File: src/rtl/seg7_pkg.sv
// Shared constants for the seven-segment scan driver.
// Segment patterns are active-low {G,F,E,D,C,B,A}.
package seg7_pkg;

  localparam logic [7:0] SEG_OFF = 8'hFF;
  localparam logic [7:0] AN_OFF  = 8'hFF;

  localparam logic [6:0] SEG_LUT [16] = '{
    7'h40, 7'h79, 7'h24, 7'h30,
    7'h19, 7'h12, 7'h02, 7'h78,
    7'h00, 7'h10, 7'h08, 7'h03,
    7'h46, 7'h21, 7'h06, 7'h0E
  };

  // Bit i set when some nibble at or above digit i is non-zero.
  function automatic logic [7:0] lz_keep(logic [31:0] d);
    logic [7:0] k;
    k[0] = 1'b1;
    for (int i = 1; i < 8; i++) begin
      k[i] = |(d >> (4 * i));
    end
    return k;
  endfunction

endpackage

File: src/rtl/seg7_scan_hex7_decode.sv
// Hex nibble to active-low seven-segment pattern.
// Purely combinational lookup.
module hex7_decode
  import seg7_pkg::*;
(
  input  logic [3:0] nib,
  output logic [6:0] seg
);

  assign seg = SEG_LUT[nib];

endmodule

File: src/rtl/seg7_scan.sv
// Eight-digit multiplexed seven-segment driver with per-frame capture.
// Optional leading-zero suppression: SEG7_SCAN_ZERO_BLANK_EN.
module seg7_scan
  import seg7_pkg::*;
#(
  parameter int DIV_WIDTH    = 15,
  parameter int BLANK_CYCLES = 64
) (
  input  logic        clk,
  input  logic        rst,
  input  logic [31:0] data,
  input  logic [7:0]  en,
  input  logic [7:0]  dot,
  output logic [7:0]  seg_ca,
  output logic [7:0]  seg_an,
  output logic        frame_start
);

  localparam logic [DIV_WIDTH-1:0] CNT_ONE =
    {{(DIV_WIDTH-1){1'b0}}, 1'b1};
  localparam logic [DIV_WIDTH-1:0] BLANK =
    DIV_WIDTH'(BLANK_CYCLES);

  logic [DIV_WIDTH-1:0] cnt;
  logic [2:0]           idx;
  logic [31:0]          s_data;
  logic [7:0]           s_en;
  logic [7:0]           s_dot;
  logic [7:0]           on;
  logic                 cap;
  logic                 blank;
  logic [3:0]           nib;
  logic [6:0]           seg;

  assign cap   = (cnt == '0) && (idx == 3'd0);
  // cnt==0 keeps a dark clock between digits even with no blank window
  assign blank = (cnt < BLANK) || (cnt == '0);
  assign nib   = s_data[{idx, 2'b00} +: 4];

  hex7_decode u_dec (
    .nib (nib),
    .seg (seg)
  );

`ifdef SEG7_SCAN_ZERO_BLANK_EN
  logic [7:0] s_keep;

  always_ff @(posedge clk or posedge rst) begin
    if (rst) begin
      s_keep <= '0;
    end else if (cap) begin
      s_keep <= lz_keep(data);
    end
  end

  assign on = s_en & s_keep;
`else
  assign on = s_en;
`endif

  always_ff @(posedge clk or posedge rst) begin
    if (rst) begin
      cnt    <= '0;
      idx    <= 3'd0;
      s_data <= '0;
      s_en   <= '0;
      s_dot  <= '0;
    end else begin
      cnt <= cnt + CNT_ONE;
      if (&cnt) begin
        idx <= idx + 3'd1;
      end
      if (cap) begin
        s_data <= data;
        s_en   <= en;
        s_dot  <= dot;
      end
    end
  end

  always_ff @(posedge clk or posedge rst) begin
    if (rst) begin
      seg_an      <= AN_OFF;
      seg_ca      <= SEG_OFF;
      frame_start <= 1'b0;
    end else begin
      frame_start <= cap;
      seg_ca      <= {~s_dot[idx], seg};
      if (blank || !on[idx]) begin
        seg_an <= AN_OFF;
      end else begin
        seg_an <= ~(8'h01 << idx);
      end
    end
  end

endmodule

File: config.mk
export PLATFORM = sky130hd
export DESIGN_NAME = seg7_scan
export DESIGN_NICKNAME = d
export VERILOG_FILES = /design/src/rtl/seg7_pkg.sv /design/src/rtl/seg7_scan_hex7_decode.sv /design/src/rtl/seg7_scan.sv
export SDC_FILE = /design/constraint.sdc
export NUM_CORES = 1
export LEC_CHECK = 0
export ABC_AREA = 0
export CORE_MARGIN = 2
export CORE_UTILIZATION = 50
export CTS_BUF_LIST = sky130_fd_sc_hd__clkbuf_4 sky130_fd_sc_hd__clkbuf_8
export DETAILED_ROUTE_END_ITERATION = 6
export PLACE_DENSITY_LB_ADDON = 0.2
export SETUP_SLACK_MARGIN = 0.5
export SYNTH_ARGS = -nofsm -noshare
export SYNTH_HDL_FRONTEND = slang
export SYNTH_SLANG_ARGS = --single-unit
File: constraint.sdc
create_clock -name clk -period 5 [get_ports clk]
set_clock_uncertainty 0.2 [all_clocks]
set_input_delay 1.5 -clock clk [delete_from_list [all_inputs] [get_ports clk]]
set_output_delay 1.5 -clock clk [all_outputs]
set_load 0.02 [all_outputs]
---- Word-level counts from Yosys, hierarchy flattened ----
Memory sizes are Yosys's and may differ from the RTL's. A register that Yosys moved wholly into a read port is not among the register bits.
Cells that the tools add are included.
Widths: inputs -> output; s select.
storage, ports and cells
  register bits after elaboration ......... 83
  memory bits (read-only) ................. 112
  output and inout port bits .............. 17
  logic and storage cells ................. 33
  memories ................................ 1
memory list
  name              depth  bits a word  rd ports  clocked after memory_dff  wr ports  RTL line                     text
  (name not given)  16     7            1         1                         0         seg7_scan_hex7_decode.sv:10  assign seg = SEG_LUT[nib];
operators by class
  add/subtract/negate cells ............... 2
  order comparisons ....................... 3
  shifts and indexed selects .............. 2
  muxes and demuxes ....................... 7
  bitwise gates (word level) .............. 3
  reductions and logical operators ........ 7
operators with widths
  cell                   number
  $shiftx 32x6->4        1
  $add 15x1->15 const B  1
  $logic_not 15->1       1
  $lt 15x7->1 const B    1
  $reduce_and 15->1      1
  $mux 7                 2
  $mux 8                 1
  $not 8->8              1
  $shl 1x3->8 const A    1
  $bmux 1 s3             2
  $ge 5x5->1 const B     1
  $not 4->5              1
  $lt 3x4->1 const B     1
  $add 3x1->3 const B    1
  $logic_not 3->1        1
  $logic_or 1x1->1       2
  $mux 1                 2
  $logic_and 1x1->1      1
  $logic_not 1->1        1
  $not 1->1              1

---- Longest topological paths before layout ----
  depth in word-level cells ............... 5
  gate-level depth with buffers ........... 8
  mapped depth without buffers ............ 7

---- Hierarchy ----
Synthesis repeated with hierarchy kept, for this count alone.
unflattened totals
  cell total of the unflattened synthesis .. 271
  area, all modules ....................... 3854.9 µm²
modules (own cells, without submodules)
  module       times used  cells an instance  area an instance (µm²)  seq. area each (µm²)
  seg7_scan    1           239                3579.7                  2097.0
  hex7_decode  1           32                 275.3                   0.0

---- Worst setup path after synthesis ----
OpenSTA, ideal clock, no wires.
  kind .................................... flip-flop to flip-flop
  from .................................... reg idx[0]
  to ...................................... reg seg_ca[0]
  data arrival time ....................... 2.218 ns
  data required time ...................... 4.718 ns
  setup slack ............................. 2.500 ns
  cell stages (with the launch flop) ...... 8
  path through ............................ dfrtp_1 -> buf_6 -> mux4_1 -> mux2i_1 -> inv_1 -> ha_1 -> and3_1 -> a211o_1
on the way
  word-level cells in the longest chain between the ends .. 2
ends and longest elaborated chain
  element                          RTL line                     text
  from (decl)                      seg7_scan.sv:25              logic [2:0] idx;
  from (signal assigned)           seg7_scan.sv:71              idx <= idx + 3'd1;
  $shiftx 32x6->4                  seg7_scan.sv:38              assign nib = s_data[{idx, 2'b00} +: 4];
  $not 4->5 (not written as such)  seg7_scan_hex7_decode.sv:10
  to (decl)                        seg7_scan.sv:14              output logic [7:0] seg_ca,
Every way passes these cells.
A chain may end at the register's enable or synchronous reset.

---- Worst setup path in the final report ----
  from .................................... reg seg_ca[7]
  to ...................................... out seg_ca[7]
RTL lines
  element                 RTL line         text
  from (signal assigned)  seg7_scan.sv:88  seg_ca <= {~s_dot[idx], seg};
No word-level cell between the ends.

==> run metrics <==
status=finished, final reports clean; Die ar.=8340 um2; area of the multi-input gates=1630 um2; syn_nets=326; Comb pwr share=8.7%; DRC Markers=0; Worst EP arrival=1.46 ns; syn_area_per_cell=14.6 um2; CTS tree=done; Top FF cell, synth=dfrtp_1; Post-Layout Inst Area=4810 um2; Die Wd=91.3 um; antenna cells=0; CP startpoint kind=flip-flop; Initial DRC Count=80; Tcrit/Tclk final=63.3%; Unique masters post-synth=34; nets=398; TritonCTS Sinks=83; CTS clk-pin slew, worst paths=0.08 ns; fraction of layout cells with a size suffix above 1=27.7%; Final ANT Viol Nets=0; Via Count=2288; Slew Limit Fails=0; Die H=91.3 um; Peak supply drop=169 uV; crit-path max FO=1; Placed Area=4580 um2; Pre-Repair DR Iteration Count=4; Core Area=7330 um2; Cell Int Power=1090 uW; Synth Register Bits=83; Max Clk Rate=0.316 GHz; Skew-Pair Late Insertion Delay=0.35 ns; clock period minus worst slack=3.16 ns; Avg Vias per Cell=5.22; CTS resizes=0; Synth Instances=262; Synth top area share=44.0%; vias in the first global route=2288; CP Class=reg2out; Seq/Total Area, Yosys=55.0%; worst-path cell chain=clkdlybuf4s50_1; actual slew at the worst max-slew pin=0.897 ns; IO Pins=67; Synthesis Warnings=0; deepest clock path buffer count=2; Setup Fix Bufs, Post-CTS=0; routed len/inst=15.2 um; synthesized area=3810 um2; Critical Path RT=3.30 ns; Clk pwr share=39.7%; post-DP HPWL=4740 um; FILL cells=524; final hold viol count=0; Crit-path slowest cell=clkdlybuf4s50_1; CTS Root Cell=clkbuf_8; Hold Path Cell Cnt=1; Congestion Overflow GR=0; maxcap violations=0; TritonCTS buffer count=9; first-pass GRT wire length=11400 um; CP Depth=1; initial antenna violation count=0; reg2reg path depth=6; Slew headroom=40.1%; Flop pwr share=51.6%; initial core utilization=52.0%; Crit path max-delay family=buffers and inverters; Switching Share=21.0%; Power Density=286 nW/um2; Area Overhead vs Synth=26.2%; Sum Neg Setup Slack=0 ns; ys async rst share=100%; Post-synth EDFFs=0; Setup-failing EPs final=0; WL final=6650 um; FF+latch area=2100 um2; leakage dissipation=0.00202 uW; WP buf/inv=1; class of the worst hold path=reg2reg; Worst setup EP type=primary output; P_sw=289 uW; number of H-tree levels=3; CP peak stage delay=0.59 ns; Site Rows=31; RSZ-0062 raised after global routing=no; GP Congestion=0.792; synth top area cells=dfrtp_1 44%, mux2_2 15%, dfstp_2 11%; total power=1380 uW; post-synth top area cell=dfrtp_1; hold slack final=0.280 ns; total track usage=17.8%; port buffer count=66; pin count of the biggest net entering global routing=54; hold_buf cts=0
Yosys cell counts, types with 2 or more instances:
cell type and number:
dfrtp_1 67, mux2_2 52, dfstp_2 16, ha_1 14, nand2_1 14, inv_1 11
mux4_1 11, nor2_1 10, xnor2_1 10, mux2i_1 9, nand3_1 7, buf_2 5
xor2_1 5, nand4_1 4, and3_1 3, nor3_1 3, and4_1 2, mux2i_4 2
o21ai_0 2
power by group through the flow:
stage | sequential [uW] | clock (uW) | combinational, uW
after floorplan | 727 | 0 | 53.0
after global placement | 722 | 0 | 119
after detailed placement | 723 | 0 | 121
after CTS | 710 | 560 | 121
after global routing | 714 | 586 | 130
final | 710 | 546 | 119
worst register-to-register path: stages, from the launching register on:
cell and delay (ns):
dfrtp_1 0.84, mux4_1 0.67, mux2i_1 0.46, inv_1 0.19
ha_1 0.24, mux2_2 0.25, o21ai_0 0.22
layout by cell type (no fill, tap or decap), types with 4 or more instances in the layout:
master           count
dfrtp_1             67
clkdlybuf4s50_1     66
mux2_2              52
dfstp_2             16
nand2_1             14
ha_1                14
mux4_1              11
clkbuf_8            11
inv_1               10
xnor2_1             10
nor2_1               9
mux2i_1              9
nand3_1              7
xor2_1               5
nand4_1              4
sequential cells by signal, summed over array words and instances (netlist names):
name and flops:
frame_start 1, idx 3, on 8, s_dot 8
seg_ca 8, seg_an 8, s_data 32, cnt 15
cells by family after synthesis:
family,after synthesis,synth area share (%)
AO/OA/AOI/OAI,7,1.31
XOR/XNOR,15,3.45
adder cells (fa/ha/maj),14,4.59
buffers and inverters,20,2.43
flip-flops,83,55.0
multiplexers,75,27.1
AND/OR/NAND/NOR,48,6.14
per-layer routing:
layer | global-route usage [%] | wire length, um | up-vias
met5 | 0 | 0 | -
met1 | 25.3 | 3250 | 1144
met4 | 6.82 | 91 | 0
met2 | 26.3 | 3040 | 56
met3 | 4.65 | 268 | 7
li1 | - | - | 1081
worst paths after layout:
path | start | to | slack [ns]
worst max-delay path | seg_ca[7]$_DFF_PP1_ | seg_ca[7] | 1.84
max in group asynchronous | rst | seg_an[5]$_DFF_PP1_ | 2.39
min in group asynchronous | rst | s_dot[1]$_DFFE_PP0P_ | 1.43
worst min-delay path | cnt[0]$_DFF_PP0_ | cnt[0]$_DFF_PP0_ | 0.28
worst min register to register | cnt[0]$_DFF_PP0_ | cnt[0]$_DFF_PP0_ | 0.28
worst max register to register | idx[0]$_DFFE_PP0P_ | seg_ca[4]$_DFF_PP1_ | 1.84
cell type report:
cell class                 count  area share, %
tap                           99           2.57
timing repair buffer          69           14.2
clock inverter                 4           1.51
inverter                      12          0.962
sequential                    83           43.6
multi-input combinational    159           33.9
clock buffer                  12           3.30
per-stage QoR:
stage,util [%],worst slack (ns),std cells
floorplan,-,1.19,262
global placement,62.5,1.90,422
detailed placement,62.5,1.88,422
CTS,65.6,1.81,438
global route,65.6,1.61,438
finish,65.6,1.84,438
No activity file was read; power rests on OpenSTA's default activity.
